==> config.mk <==
export PLATFORM = sky130hd
export DESIGN_NAME = bus_slave_regs
export DESIGN_NICKNAME = d
export VERILOG_FILES = /design/src/rtl/bus_slave_regs.sv
export SDC_FILE = /design/constraint.sdc
export NUM_CORES = 1
export LEC_CHECK = 0
export CORE_UTILIZATION = 35
export CTS_CLUSTER_SIZE = 12
export DETAILED_ROUTE_END_ITERATION = 8
export PLACE_DENSITY_LB_ADDON = 0.05
export SLEW_MARGIN = 20
export SYNTH_ARGS = -nofsm -noshare
export SYNTH_HDL_FRONTEND = slang
export SYNTH_SLANG_ARGS = --single-unit
==> constraint.sdc <==
create_clock -name i_clk -period 5.5 [get_ports i_clk]
set_input_delay 0.825 -clock i_clk [delete_from_list [all_inputs] [get_ports i_clk]]
set_output_delay 0.825 -clock i_clk [all_outputs]
set_load 0.01 [all_outputs]
==> src/rtl/bus_slave_regs.sv <==
// -----------------------------------------------------------------------------
// bus_slave_regs
//   Slave end of the CPU bus. It holds a bank of 2**ADDR_W 32-bit read/write
//   registers and answers each selected access after WAIT_CYCLES wait states.
//   The answer is a one-cycle active-low ready pulse with read data.
//   Outside the acknowledge cycle rd_data is zero, so several slaves can share
//   the bus through an OR.
//
//   Ports
//     i_clk      in   1       system clock, rising edge
//     i_reset_   in   1       asynchronous reset, active-low
//     i_cs_      in   1       chip select, active-low
//     i_as_      in   1       address strobe, active-low
//     i_rw       in   1       1 = read, 0 = write
//     i_addr     in   ADDR_W  word index
//     i_wr_data  in   32      write data
//     o_rd_data  out  32      read data, valid only while o_rdy_ = 0, else 0
//     o_rdy_     out  1       acknowledge, active-low, one cycle per access
//     o_busy     out  1       high while in WAIT or ACK
// -----------------------------------------------------------------------------
module bus_slave_regs #(
    parameter int          ADDR_W      = 3,
    parameter int          WAIT_CYCLES = 1,
    parameter logic [31:0] RESET_VAL   = 32'h0
) (
    input  logic              i_clk,
    input  logic              i_reset_,
    input  logic              i_cs_,
    input  logic              i_as_,
    input  logic              i_rw,
    input  logic [ADDR_W-1:0] i_addr,
    input  logic [31:0]       i_wr_data,
    output logic [31:0]       o_rd_data,
    output logic              o_rdy_,
    output logic              o_busy
);

    localparam int         NREG      = 2 ** ADDR_W;
    localparam logic [3:0] WAIT_INIT = 4'(WAIT_CYCLES);

    typedef enum logic [1:0] {
        ST_IDLE = 2'd0,
        ST_WAIT = 2'd1,
        ST_ACK  = 2'd2
    } state_t;

    state_t            r_state;
    state_t            w_state_next;
    logic [3:0]        r_cnt;
    logic [3:0]        w_cnt_next;
    logic [ADDR_W-1:0] r_addr;
    logic              r_rw;
    logic [31:0]       r_wr_data;
    logic [31:0]       r_rd_data;
    logic [31:0]       r_regs [NREG];

    logic              w_req;
    logic              w_enter_ack;
    logic [ADDR_W-1:0] w_acc_addr;
    logic              w_acc_rw;
    logic [31:0]       w_acc_wr_data;
    logic [NREG-1:0]   w_we;

    assign w_req = ~i_cs_ & ~i_as_;

    // With zero wait states ACK is entered on the sampling edge itself, before
    // the latches hold anything, so the access is taken straight from the bus.
    assign w_acc_addr    = (r_state == ST_IDLE) ? i_addr    : r_addr;
    assign w_acc_rw      = (r_state == ST_IDLE) ? i_rw      : r_rw;
    assign w_acc_wr_data = (r_state == ST_IDLE) ? i_wr_data : r_wr_data;

    // Next-state logic
    always_comb begin
        w_state_next = r_state;
        w_cnt_next   = r_cnt;
        w_enter_ack  = 1'b0;
        case (r_state)
            ST_IDLE: begin
                if (w_req) begin
                    w_cnt_next = WAIT_INIT;
                    if (WAIT_INIT == 4'd0) begin
                        w_state_next = ST_ACK;
                        w_enter_ack  = 1'b1;
                    end else begin
                        w_state_next = ST_WAIT;
                    end
                end
            end
            ST_WAIT: begin
                if (!w_req) begin
                    // Master withdrew the access: drop it without a write or rdy_.
                    w_state_next = ST_IDLE;
                end else if (r_cnt == 4'd1) begin
                    w_state_next = ST_ACK;
                    w_enter_ack  = 1'b1;
                end else begin
                    w_cnt_next = r_cnt - 4'd1;
                end
            end
            ST_ACK: begin
                w_state_next = ST_IDLE;
            end
            default: begin
                w_state_next = ST_IDLE;
            end
        endcase
    end

    // State, counter, access latches and the registered read data
    always_ff @(posedge i_clk or negedge i_reset_) begin
        if (!i_reset_) begin
            r_state   <= ST_IDLE;
            r_cnt     <= 4'd0;
            r_addr    <= '0;
            r_rw      <= 1'b0;
            r_wr_data <= 32'h0;
            r_rd_data <= 32'h0;
        end else begin
            r_state <= w_state_next;
            r_cnt   <= w_cnt_next;
            if (r_state == ST_IDLE && w_req) begin
                r_addr    <= i_addr;
                r_rw      <= i_rw;
                r_wr_data <= i_wr_data;
            end
            // ACK always lasts a single cycle, so the data register is non-zero
            // only in the cycle that follows entry into ACK.
            r_rd_data <= (w_enter_ack && w_acc_rw) ? r_regs[w_acc_addr] : 32'h0;
        end
    end

    // One write-enable per register (full decode)
    generate
        for (genvar gi = 0; gi < NREG; gi++) begin : g_we
            assign w_we[gi] = w_enter_ack & ~w_acc_rw & (w_acc_addr == ADDR_W'(gi));
        end
    endgenerate

    // Register bank. It is reset as a whole, so it is built from flops rather than RAM.
    always_ff @(posedge i_clk or negedge i_reset_) begin
        if (!i_reset_) begin
            for (int i = 0; i < NREG; i++) begin
                r_regs[i] <= RESET_VAL;
            end
        end else begin
            for (int i = 0; i < NREG; i++) begin
                if (w_we[i]) begin
                    r_regs[i] <= w_acc_wr_data;
                end
            end
        end
    end

    assign o_rd_data = r_rd_data;
    assign o_rdy_    = (r_state != ST_ACK);
    assign o_busy    = (r_state != ST_IDLE);

endmodule
==> flow_summary.json, run 1 <==
{
  "dieArea_um2": 39300,
  "io_pins": 74,
  "yosys.area.top_type": "dfrtp_1",
  "gr-total-overflow": 0,
  "final_nets": 1362,
  "worstReg2RegEnd": "r_regs[150]",
  "yosysSeqAreaShare_pct": 61.2,
  "fmax_ghz": 0.261,
  "net-switching-power_mw": 1.82,
  "power.share.sequential_pct": 45.8,
  "drt-initial-drc-count": 400,
  "critPathRequiredTime_ps": 5850,
  "r2r-start": "r_state[0]",
  "cts_sinks": 330,
  "ir_drop_mv": 0.198,
  "cts_buffer_depth": 3,
  "final_util_pct": 42.3,
  "critPathMaxStageDelay_ps": 800,
  "wl_per_cell_um": 18.9,
  "clk_latency_ps": 520,
  "place_ws_ps": 1570,
  "grt_pass1_wl_um": 56800,
  "syn_inst": 1288,
  "slew_headroom_pct": 29.6,
  "die_x_um": 198,
  "final.setup.tns_ps": 0,
  "wirelength_um": 35000,
  "hpwlAfterDp_um": 19000,
  "start_kind": "register",
  "rsz0062_at_grt": "no",
  "clkSlewWorstSetupHoldPaths_ps": 60,
  "ant_nets": 0,
  "leakagePower_nw": 7.17,
  "crit_type": "register to register",
  "layout.cells.most_common_list": "330 x dfrtp_1, 262 x nand2_1, 244 x o21ai_0",
  "clkPwrFrac_pct": 39.0,
  "row_count": 71,
  "place_congestion": 0.729,
  "rrSetupSlack_ps": 1670,
  "antenna_found_initial": 0,
  "syn_area_um2": 13500,
  "grt_max_degree": 114,
  "crit_fanout": 65,
  "finalSetupViolCount": 0,
  "remaining_drc_errors": 0,
  "hp-class": "input pin to asynchronous set/reset pin",
  "arrival_ps": 4180,
  "dr_total_vias": 9392,
  "ctsHoldBuffers": 0,
  "post_cts_buffers": 0,
  "design.core.area_um2": 37800,
  "crit_slowest_cell": "buf_4",
  "internal_power_mw": 4.86,
  "cts_tree": "yes",
  "synth_cell_types": 39,
  "setup_slack_ps": 1670,
  "htreeDepth": 2,
  "clock-skew-final_ps": 18.8,
  "fin_crit_ps": 3830,
  "layout_commonest_cell": "dfrtp_1",
  "switching_share_pct": 27.3,
  "firstDrtPassIters": 5,
  "slew_violations": 0,
  "drv_cap": 0,
  "reg2reg_depth": 7,
  "diodes": 0,
  "synth_area_leaders": "dfrtp_1 61%, o21ai_0 9.1%, nand2_1 7.3%",
  "finalCritPeriodShare_pct": 69.6,
  "critPathCaptureType": "register",
  "syn-num-nets": 1330,
  "path_cells": "nor2_4 > inv_1 > a31oi_4 > buf_4 > nand4bb_4 > buf_4 > o21ai_0",
  "yosysWarnings": 0,
  "drive_gt1_share_pct": 11.7,
  "status": "finished clean",
  "tightest_slew_ps": 1050,
  "final-hold-violation-count": 0,
  "cts_buffers": 38,
  "yosysTopAreaCellShare_pct": 61.2,
  "avgSynthCellArea_um2": 10.5,
  "combPwrFrac_pct": 15.2,
  "die_h_um": 198,
  "cpMostUsedCell": "buf_4",
  "grt_pass1_vias": 9618,
  "grtUsageTotal_pct": 18.7,
  "ctsRootBufferMaster": "clkbuf_16",
  "ys_ff_latch": 330,
  "powerDensity_nw_per_um2": 418,
  "initial_core_util_pct": 35.7,
  "io_buffer_count": 73,
  "post_cts_resized": 0,
  "area_growth_pct": 18.5,
  "vias_per_cell": 5.06
}
synthesized netlist by cell type:
cell / instances
dfrtp_1: 330
nand2_1: 262
o21ai_0: 244
o22ai_1: 97
clkbuf_1: 64
nor2_1: 48
mux2_2: 34
mux2i_1: 33
o31ai_1: 32
o21ai_2: 31
or3_1: 17
buf_1: 15
or4_1: 15
inv_1: 12
buf_2: 11
buf_6: 8
a31oi_1: 3
nand4bb_1: 3
nor3_1: 3
or4b_1: 3
a21oi_1: 2
ha_1: 2
nor4b_1: 2
xor2_1: 2
a221oi_1: 1
and3_1: 1
and3b_1: 1
buf_4: 1
nand3_1: 1
nand3b_1: 1
nand4b_1: 1
nor2_4: 1
nor3b_2: 1
nor4bb_1: 1
o2bb2ai_1: 1
o31a_1: 1
o32a_1: 1
or4_4: 1
or4b_2: 1
power by group through the flow:
stage | sequential (mW) | clock [mW] | combinational, mW
2_1_floorplan | 3.04 | 0 | 0.706
3_3_place_gp | 3.10 | 0 | 1.03
3_5_place_dp | 3.10 | 0 | 1.04
4_1_cts | 3.06 | 2.69 | 1.04
5_1_grt | 3.12 | 2.77 | 1.17
6_report | 3.06 | 2.60 | 1.01
metal layers:
layer  wire length (um)  track usage [%]
met3               1090             2.62
met4                556             4.42
met2              16400             30.6
met5                  0                0
met1              17000             26.3
layout make-up:
class                      instances  area, um2
clock buffer                      61       1230
clock inverter                     5       75.1
fill                            3649      21800
inverter                          12       45.0
multi-input combinational        847       4840
sequential                       330       8260
tap                              511        639
timing repair buffer              91        896
metrics by stage:
step / std cells / area [um2] / power, mW / hold WS, ps
floorplan: 1288 / 13500 / 3.75 / 445
global placement: 1791 / 14700 / 4.12 / 457
detailed placement: 1791 / 14700 / 4.14 / 466
CTS: 1857 / 16000 / 6.79 / 427
global route: 1857 / 16000 / 7.06 / 448
finish: 1857 / 16000 / 6.68 / 365
critical path: cells and delay by family (launching register included):
| kind | cells | cell delay, ps |
|---|---|---|
| compound gates | 2 | 450 |
| simple gates | 2 | 920 |
| buf+inv | 3 | 1730 |
| flops | 1 | 520 |
cells by family after synthesis:
family,count (synthesis),share of synthesized area (%)
muxes,67,5.29
DFF,330,61.2
adders and majority gates,2,0.186
buffers and inverters,111,3.67
AOI/OAI and AO/OA,413,17.8
and+or+nand+nor,363,11.6
xor gates and xnor gates,2,0.130
sequential cells by signal (all words and copies together), names as in the netlist:
signal,flops
o_rd_data,32
r_addr,3
r_cnt,4
r_regs,256
r_rw,1
r_state,2
r_wr_data,32
how the worst max path moves through the flow:
stage                     startpoint           to  slack [ps]
after floorplan            i_addr[0]  r_regs[118]        2910
after global placement     i_addr[0]   r_regs[85]        1600
after CTS                 r_state[0]  r_regs[150]        1600
after detailed placement   i_addr[0]   r_regs[75]        1570
after global routing      r_state[0]  r_regs[150]        1400
final                     r_state[0]  r_regs[150]        1670
Note: power is estimated with default switching activity, not from simulation.
==> run 2: changes to the inputs <==
==> constraint.sdc (replaced) <==
create_clock -name i_clk -period 3.54 [get_ports i_clk]
set_input_delay 0.531 -clock i_clk [delete_from_list [all_inputs] [get_ports i_clk]]
set_output_delay 0.531 -clock i_clk [all_outputs]
set_load 0.01 [all_outputs]
==> run 2 against run 1 <==
Critical endpoint is now r_regs[142]. Clock-buffer cell count shrank 3. Power grew 55%. Clock skew shrank 3.1 ps. Largest cell class unchanged. Non-clock buffer count grew 23. Combinational power grew 60%. Global-route usage grew 0.35 points.
==> flow_summary.json, run 2 (synthesis results as in run 1) <==
{
  "io_buffer_count": 73,
  "row_count": 71,
  "grt_pass1_wl_um": 57500,
  "wl_per_cell_um": 18.9,
  "setup_slack_ps": 711,
  "tightest_slew_ps": 904,
  "final.setup.tns_ps": 0,
  "power_mw": 10.3,
  "io_pins": 74,
  "dr_total_vias": 9489,
  "design.core.area_um2": 37800,
  "htreeDepth": 2,
  "remaining_drc_errors": 0,
  "multi_input_area_um2": 4840,
  "area_growth_pct": 19.8,
  "initial_core_util_pct": 35.7,
  "hp-class": "input pin to asynchronous set/reset pin",
  "layout_commonest_cell": "dfrtp_1",
  "hpwlAfterDp_um": 20900,
  "critPathRequiredTime_ps": 3920,
  "dieArea_um2": 39300,
  "leakagePower_nw": 7.26,
  "wirelength_um": 35500,
  "diodes": 0,
  "crit_type": "register to register",
  "finalCritPeriodShare_pct": 79.9,
  "rrSetupSlack_ps": 710,
  "final_nets": 1385,
  "clock-skew-final_ps": 15.7,
  "firstDrtPassIters": 6,
  "cts_buffer_depth": 3,
  "grt_pass1_vias": 9686,
  "final_util_pct": 42.8,
  "drt-initial-drc-count": 530,
  "drive_gt1_share_pct": 12.9,
  "grt_max_degree": 98,
  "final-hold-violation-count": 0,
  "ctsHoldBuffers": 0,
  "rsz0062_at_grt": "no",
  "clkSlewWorstSetupHoldPaths_ps": 60,
  "place_congestion": 0.737,
  "status": "finished clean",
  "gr-total-overflow": 0,
  "post_cts_buffers": 0,
  "seq_area_um2": 8260,
  "clk_latency_ps": 550,
  "fin_crit_ps": 2830,
  "start_kind": "register",
  "cts_sinks": 330,
  "critPathCaptureType": "register",
  "crit_fanout": 64,
  "finalSetupViolCount": 0,
  "die_x_um": 198,
  "cts_tree": "yes",
  "layout.cells.most_common_list": "330 x dfrtp_1, 262 x nand2_1, 244 x o21ai_0",
  "arrival_ps": 3210,
  "cts_buffers": 38,
  "drv_cap": 0,
  "fmax_ghz": 0.353,
  "vias_per_cell": 5.05,
  "powerDensity_nw_per_um2": 640,
  "ir_drop_mv": 0.304,
  "antenna_found_initial": 0,
  "largest_reg_flops": 256,
  "grtUsageTotal_pct": 19.1,
  "slew_headroom_pct": 38.0,
  "slew_violations": 0,
  "die_h_um": 198,
  "largest_register": "r_regs",
  "holdWs_ps": 22.8,
  "place_ws_ps": 459,
  "ctsRootBufferMaster": "clkbuf_16",
  "fillCellCount": 3709,
  "post_cts_resized": 0,
  "ant_nets": 0
}
-- run 2: changes by cell type in the layout (fill, tap and decap cells not counted) --
| cell | change |
|---|---|
| buf_12 | +5 |
| clkbuf_1 | +5 |
| buf_4 | +18 |
| clkinv_2 | +1 |
| bufinv_16 | +1 |
| inv_6 | +1 |
| clkbuf_16 | -2 |
| clkbuf_8 | -6 |
-- run 2: report_power, final --
| group | internal (mW) | total, mW | switching, mW |
|---|---|---|---|
| clock network | 2.39 | 3.95 | 1.56 |
| registers | 4.41 | 4.76 | 0.350 |
| logic | 0.653 | 1.62 | 0.967 |
| total | 7.45 | 10.3 | 2.88 |
-- run 2: worst paths after layout --
check,start,end,depth (start not counted)
min,i_reset_,r_regs[228],1
min in group i_clk,r_regs[237],r_regs[237],2
max,r_state[0],r_regs[142],8
max in group asynchronous,i_reset_,r_regs[48],2
max reg2reg,r_state[0],r_regs[142],8
min reg2reg,r_regs[237],r_regs[237],2
-- run 2: area by class of cell --
class / count / area share [%]
flip-flops and latches: 330 / 51.1
multi-input cells: 847 / 30.0
repair buffers: 114 / 7.01
clock buffers: 58 / 6.92
well taps: 511 / 3.96
clock inverters: 8 / 0.736
inverters: 12 / 0.279
-- run 2: through the flow --
stage | std cells | area, um2
2_1_floorplan | 1288 | 13500
6_report | 1880 | 16100
3_3_place_gp | 1814 | 14900
5_1_grt | 1880 | 16100
4_1_cts | 1880 | 16100
3_5_place_dp | 1814 | 14900
-- run 2: critical path, cell delays in order, from the launching register on --
cell and delay (ps):
dfrtp_1 520, nor2_4 180, buf_4 290, mux2i_1 660, buf_4 270, nand4bb_4 100
buf_4 340, nand2_1 140, o21ai_0 110
-- run 2: per-layer routing --
metal / track usage [%] / part of all wire (%) / vias up
li1: - / - / 4651
met4: 5.08 / 2.0 / 0
met2: 31.0 / 47 / 116
met1: 26.3 / 48 / 4670
met3: 3.24 / 2.8 / 52
met5: 0 / 0 / -
==> run 3: changes to the inputs <==
==> constraint.sdc (replaced) <==
create_clock -name i_clk -period 2.34 [get_ports i_clk]
set_input_delay 0.351 -clock i_clk [delete_from_list [all_inputs] [get_ports i_clk]]
set_output_delay 0.351 -clock i_clk [all_outputs]
set_load 0.01 [all_outputs]
==> run 3 against run 2 <==
Sequential cell count unchanged. Critical path depth shrank 1. Cell count increased by 6.0%. Highest routed layer unchanged. Power up 57%. Global-route usage rose by 0.63 points. Maximum frequency rose by 22%. Critical endpoint is now r_regs[105]. Sequential power increased by 51%. Clock skew fell by 4.6 ps. Hold slack better by 290 ps. First-iteration DRC count down 23%.
==> flow_summary.json, run 3 (synthesis results as in run 1) <==
{
  "status": "finished clean",
  "stdcell_count": 1993,
  "layout.cells.most_common_list": "328 x dfrtp_1, 248 x nand2_1, 242 x o21ai_0",
  "tightest_slew_ps": 442,
  "drive_gt1_share_pct": 21.7,
  "grtUsageTotal_pct": 19.7,
  "powerDensity_nw_per_um2": 924,
  "gr-total-overflow": 0,
  "design.core.area_um2": 37800,
  "slew_headroom_pct": 70.5,
  "start_kind": "register",
  "grt_pass1_wl_um": 59400,
  "drt-initial-drc-count": 409,
  "fin_crit_ps": 2310,
  "wirelength_um": 38000,
  "finalSetupViolCount": 0,
  "rrSetupSlack_ps": 30,
  "ant_nets": 0,
  "largest_register": "r_regs",
  "diodes": 0,
  "io_buffer_count": 73,
  "layout_commonest_cell": "dfrtp_1",
  "critPathRequiredTime_ps": 2770,
  "place_congestion": 0.740,
  "setup_slack_ps": 26.7,
  "critPathLaunch": "r_state[1]",
  "grt_max_degree": 57,
  "place_ws_ps": -461,
  "placed_cells": 1902,
  "hpwlAfterDp_um": 22800,
  "rsz0062_at_grt": "yes",
  "arrival_ps": 2740,
  "clkSlewWorstSetupHoldPaths_ps": 60,
  "row_count": 71,
  "slew_violations": 0,
  "fmax_ghz": 0.432,
  "finalCritPeriodShare_pct": 98.9,
  "leakagePower_nw": 8.06,
  "ctsRootBufferMaster": "clkbuf_16",
  "vias_per_cell": 5.01,
  "crit_fanout": 10,
  "critPathCaptureType": "register",
  "reg2reg_depth": 7,
  "ir_drop_mv": 0.481,
  "area_growth_pct": 30.4,
  "clk_latency_ps": 550,
  "final-hold-violation-count": 0,
  "dr_total_vias": 9993,
  "htreeDepth": 2,
  "r2r-start": "r_state[1]",
  "remaining_drc_errors": 0,
  "dieArea_um2": 39300,
  "clock-skew-final_ps": 11.1,
  "cts_buffers": 38,
  "io_pins": 74,
  "initial_core_util_pct": 35.7,
  "antenna_found_initial": 0,
  "firstDrtPassIters": 7,
  "die_h_um": 198,
  "cts_tree": "yes",
  "crit_type": "register to register",
  "wl_per_cell_um": 19.1,
  "grt_pass1_vias": 10102,
  "die_x_um": 198,
  "cts_buffer_depth": 3,
  "worstReg2RegEnd": "r_regs[105]",
  "hp-class": "input pin to asynchronous set/reset pin",
  "drv_cap": 0,
  "final_nets": 1494,
  "largest_reg_flops": 256,
  "cts_sinks": 330
}
==> run 3: cell type report <==
| type | count | area [um2] |
|---|---|---|
| Clock inverter | 11 | 108 |
| Multi-Input combinational cell | 847 | 4960 |
| Inverter | 12 | 45.0 |
| Clock buffer | 59 | 1200 |
| Sequential cell | 330 | 8260 |
| Fill cell | 3599 | 20200 |
| Tap cell | 511 | 639 |
| Timing Repair Buffer | 223 | 2360 |
==> run 3: stage by stage <==
stage	instance area (um2)	TNS, ps	hold slack [ps]	power [mW]	util (%)
2_1_floorplan	13500	0	55.4	8.80	-
3_3_place_gp	15800	-69790	289	10.1	41.7
3_5_place_dp	15800	-69830	286	10.1	41.7
4_1_cts	17200	0	300	16.4	45.5
5_1_grt	17600	-791	325	17.2	46.6
6_report	17600	0	316	16.2	46.6
==> run 3: how the worst max path moves through the flow <==
stage	to	slack, ps	depth (start not counted)
finish	r_regs[105]	30	7
global route	r_regs[12]	-40	10
CTS	o_rd_data[11]	2	10
detailed placement	r_regs[61]	-460	7
global placement	r_regs[44]	-460	7
floorplan	r_regs[118]	30	9
==> run 3: where the power goes <==
| group | internal, mW | switching, mW | total (mW) |
|---|---|---|---|
| clock network | 3.76 | 2.40 | 6.16 |
| logic | 1.33 | 1.55 | 2.88 |
| registers | 6.67 | 0.541 | 7.21 |
| total | 11.8 | 4.49 | 16.2 |
==> run 3: critical path, stage by stage (launching register included) <==
cell and delay (ps):
dfrtp_2 450, buf_4 160, or4_4 430, o31a_4 140, or4b_4 640, clkbuf_16 250, nand2_1 80, o21ai_2 50
==> run 3: per-layer routing <==
| layer | vias to the layer above | track usage, % | wire length, um |
|---|---|---|---|
| li1 | 4867 | - | - |
| met1 | 4943 | 27.6 | 18400 |
| met2 | 140 | 31.6 | 17600 |
| met3 | 43 | 2.74 | 1380 |
| met4 | 0 | 6.20 | 570 |
| met5 | - | 0 | 0 |
==> run 3: timing repair <==
| action | in CTS | in global routing |
|---|---|---|
| pin swaps | 0 | 5 |
| hold endpoints to repair | 37 | 0 |
| endpoints found under the setup margin | 143 | 65 |
| buffers inserted | 4 | 5 |
| gates resized for setup | 12 | 45 |
| gates cloned | 1 | 10 |
| hold buffers | 1 | 0 |
